[src/rtl/window_gen4x4.sv]
// Streaming 4x4 sliding-window generator: three line buffers plus a 4x4 shift
// register, emitting every stride-1 window of a raster-order frame.
module window_gen4x4 #(
  parameter int lenOfInput = 8,
  parameter int IMG_W      = 32,
  parameter int IMG_H      = 32
) (
  input  logic                       clk,
  input  logic                       rst_n,
  input  logic                       in_valid,
  output logic                       in_ready,
  input  logic [lenOfInput-1:0]      in_pixel,
  input  logic                       in_sof,
  output logic                       win_valid,
  input  logic                       out_ready,
  output logic [16*lenOfInput-1:0]   win_data,
  output logic [15:0]                win_row,
  output logic [15:0]                win_col,
  output logic                       win_eof
);

  localparam int          XW     = (IMG_W > 1) ? $clog2(IMG_W) : 1;
  localparam logic [15:0] X_LAST = 16'(IMG_W - 1);
  localparam logic [15:0] Y_LAST = 16'(IMG_H - 1);

  logic [15:0]           x, y;
  logic [15:0]           x_cur, y_cur;
  logic [XW-1:0]         xi;
  logic                  acc;
  logic                  emit;
  logic [lenOfInput-1:0] lb0 [IMG_W];
  logic [lenOfInput-1:0] lb1 [IMG_W];
  logic [lenOfInput-1:0] lb2 [IMG_W];
  logic [lenOfInput-1:0] win [4][4];

  assign in_ready = ~win_valid | out_ready;
  assign acc      = in_valid & in_ready;

  // sof forces the accepted pixel to (0,0) before any use of the position
  assign x_cur = in_sof ? 16'd0 : x;
  assign y_cur = in_sof ? 16'd0 : y;
  assign xi    = x_cur[XW-1:0];
  assign emit  = (y_cur >= 16'd3) && (x_cur >= 16'd3);

  always_comb begin
    win_data = '0;
    for (int r = 0; r < 4; r++)
      for (int c = 0; c < 4; c++)
        win_data[(r*4+c)*lenOfInput +: lenOfInput] = win[r][c];
  end

  // Line buffers carry no reset; stale rows never reach an emitted window.
  always_ff @(posedge clk) begin
    if (acc) begin
      lb2[xi] <= lb1[xi];
      lb1[xi] <= lb0[xi];
      lb0[xi] <= in_pixel;
    end
  end

  always_ff @(posedge clk or negedge rst_n) begin
    if (!rst_n) begin
      x         <= '0;
      y         <= '0;
      win_valid <= 1'b0;
      win_eof   <= 1'b0;
      win_row   <= '0;
      win_col   <= '0;
      for (int r = 0; r < 4; r++)
        for (int c = 0; c < 4; c++)
          win[r][c] <= '0;
    end else begin
      if (acc) begin
        for (int r = 0; r < 4; r++)
          for (int c = 0; c < 3; c++)
            win[r][c] <= win[r][c+1];
        win[0][3] <= lb2[xi];
        win[1][3] <= lb1[xi];
        win[2][3] <= lb0[xi];
        win[3][3] <= in_pixel;

        if (x_cur == X_LAST) begin
          x <= '0;
          y <= (y_cur == Y_LAST) ? 16'd0 : y_cur + 16'd1;
        end else begin
          x <= x_cur + 16'd1;
          y <= y_cur;
        end
      end

      if (acc && emit) begin
        win_valid <= 1'b1;
        win_row   <= y_cur - 16'd3;
        win_col   <= x_cur - 16'd3;
        win_eof   <= (y_cur == Y_LAST) && (x_cur == X_LAST);
      end else if (out_ready) begin
        win_valid <= 1'b0;
        win_eof   <= 1'b0;
      end
    end
  end

endmodule

[config.mk]
export PLATFORM = sky130hd
export DESIGN_NAME = window_gen4x4
export DESIGN_NICKNAME = d
export VERILOG_FILES = /design/src/rtl/window_gen4x4.sv
export SDC_FILE = /design/constraint.sdc
export NUM_CORES = 1
export LEC_CHECK = 0
export ABC_AREA = 1
export CAP_MARGIN = 20
export CORE_UTILIZATION = 61
export DETAILED_ROUTE_END_ITERATION = 10
export PLACE_DENSITY = 0.8
export SLEW_MARGIN = 20
export SYNTH_ARGS = -nofsm -noshare
export SYNTH_HDL_FRONTEND = slang
export SYNTH_SLANG_ARGS = --single-unit
export TNS_END_PERCENT = 10
[constraint.sdc]
create_clock -name clk -period 4.15 [get_ports clk]
set_clock_uncertainty 0.05 [all_clocks]
set_input_delay 0.415 -clock clk [delete_from_list [all_inputs] [get_ports clk]]
set_output_delay 0.415 -clock clk [all_outputs]
set_load 0.01 [all_outputs]
==> impl_metrics.ini <==
[run_status]
status = finished clean

[drt]
drc = 0
drt_iter0_drc = 4023
wl_met3_mm = 12.33
wirelength_met1_mm = 40.95
top_layer = met5
routedWlPerCell_um = 21.78
drtPass1Iterations = 6
via_per_inst = 5.841
drt-total-wl_mm = 108.4
vias = 29057
drtAntennaViolNets = 0
route.met2.wl_mm = 50.32

[finish]
utilization = 0.7215
fin_cells = 4975
mostFrequentLayoutCells = 1047 x nand2_1, 768 x edfxtp_1, 548 x nor2_1
final_common_cell = nand2_1
nets = 4060
drive_above_1_share = 0.08619
design_area_um2 = 46680
syn2layout_area_growth_pct = 16.37

[die]
coreArea_um2 = 64700
num_io_pins = 176
row_count = 93
die_y_um = 258.4
floorplan.initialDensity = 0.6200
fp.dieArea_um2 = 66790
die_w_um = 258.4

[critical_path]
startpoint = x[0]
startpoint_type = register
critPathCaptureType = register
r2r-start = x[0]
cp_max_fo = 44
r2r_end = lb0[19][6]
path_class = register to register
required_ns = 4.46
rr_worst_depth = 6
rrSetupSlack_ns = 0.86
cp.arrival_ns = 3.60

[power_and_ir_drop]
p_leak_nw = 18.93
peakVddDrop_v = 0.0004153
p_per_area_nw_per_um2 = 502.9
power.total_mw = 23.47

[worst_hold_path]
hold_class = primary input to register
hold_depth = 1
hp-start = in_pixel[7]
holdPathEnd = lb0[31][7]

[synth]
synth_cells = 3829
synth_area_leaders = edfxtp_1 57%, dfrtp_1 12%, nand2_1 9.8%
synth.avg_cell_area_um2 = 10.48
synth_edf_count = 768
ys.flop_type = edfxtp_1
async_flop_share = 0.2017
syn-num-nets = 3847
ys_seq_area_frac = 0.6960
ys_ff_latch = 962
yosysTopAreaCellShare = 0.5750
ys_warn_count = 0
synth_top_area_cell = edfxtp_1
yosysUniqueCellTypes = 30
syn_area_um2 = 40110

[place]
dp_slack_ns = 0.4994
dp_cells = 4798
dp_hpwl_mm = 64.08
placed_cell_area_um2 = 43590
io_buffers = 175
place.gp.congestion = 0.9292

[sta]
hold_viol_final = 0
setup_viol_count_final = 0
fin_crit_ns = 3.293
worst_slack_ns = 0.8572
slew_viol_final = 0
min_period_over_period = 0.7935
setup_tns_ns = 0
rsz0062_at_grt = no
worst_pin_slew_ns = 1.012
timing.slew.headroom = 0.3254
whs_ns = 0.2904
max_freq_mhz = 303.7

[global_routing]
gr-total-overflow = 0
grt_use_total = 0.3268
grt_pass1_wl_mm = 164.6
grt_pass1_vias = 27975
antenna_found_initial = 1
grt_start_max_net_pins = 127

[clock_network]
cts-root-buf = clkbuf_16
htreeDepth = 3
clk_pin_slew_ns = 0.06
clkSinkCount = 962
clock_latency_ns = 0.66
cts.path.max_buffers = 3
numCtsBuffers = 95
cts_tree = built

[run]
maxCapViolCount = 0
[worst max-delay path, stage by stage, from the launching register on]
cell     delay (ns)
dfrtp_4        0.81
inv_1          0.19
nor2_4         0.24
ha_1           0.29
nand2_1        0.43
nor2_4         0.72
buf_12         0.24
[cell families (layout without fill, tap and decap cells)]
kind of cell / after synthesis / after routing / share of synthesized area
xor gates and xnor gates: 28 / 28 / 0.006114
other: 0 / 1 / 0
and+or+nand+nor: 1860 / 1860 / 0.1831
DFF: 962 / 962 / 0.6960
AOI/OAI and AO/OA: 531 / 531 / 0.06778
buffers and inverters: 443 / 733 / 0.04545
adders and majority gates: 5 / 5 / 0.001560
[flip-flops by register name (all words and copies together), names as in the netlist]
name	count
lb0	256
lb1	256
lb2	256
win_data	128
win_col	16
win_row	16
x	16
y	16
win_eof	1
win_valid	1
[how the worst max path moves through the flow]
stage                     slack, ns  cells past startpoint          to
final                          0.86                      6  lb0[19][6]
after global routing           0.71                     11  lb2[15][2]
after CTS                      0.71                      9  lb1[27][7]
after detailed placement       0.50                     10  lb1[11][7]
after global placement         0.61                     10  lb1[11][7]
after floorplan                1.06                      7   lb0[7][0]
[cells in the mapped netlist, types with 22 or more instances]
| library cell | instances |
|---|---|
| a21oi_1 | 26 |
| o211ai_1 | 22 |
| o21ai_0 | 431 |
| clkbuf_1 | 92 |
| dfrtp_1 | 194 |
| nand3_1 | 158 |
| o21ai_1 | 47 |
| nor2_1 | 585 |
| buf_2 | 74 |
| nand2_1 | 1050 |
| xor2_1 | 26 |
| edfxtp_1 | 768 |
| inv_1 | 240 |
[area by class of cell]
class / instances / area, um^2
clock inverters: 40 / 342.8
repair buffers: 311 / 3112
diodes: 1 / 2.502
well taps: 855 / 1070
fillers: 4260 / 18020
multi-input cells: 2424 / 10590
flip-flops and latches: 962 / 27920
clock buffers: 134 / 2708
inverters: 248 / 935.9
[where the power goes]
group | leakage, nW | internal [mW] | switching (mW)
sequential | 9.38 | 11.3 | 0.359
combinational | 8.06 | 1.28 | 2.14
clock | 1.48 | 4.75 | 3.65
[layer usage]
layer / up-vias / track usage
li1: 13171 / -
met1: 13736 / 0.4518
met2: 1818 / 0.5185
met3: 330 / 0.05888
met4: 2 / 0.1312
met5: - / 0
[timing repair]
action / in CTS / in global routing
setup buffers: 0 / 0
resized for setup: 0 / 0
endpoints found under the hold margin: 122 / 0
hold buffers: 1 / 0
(Power assumes the default switching activity.)
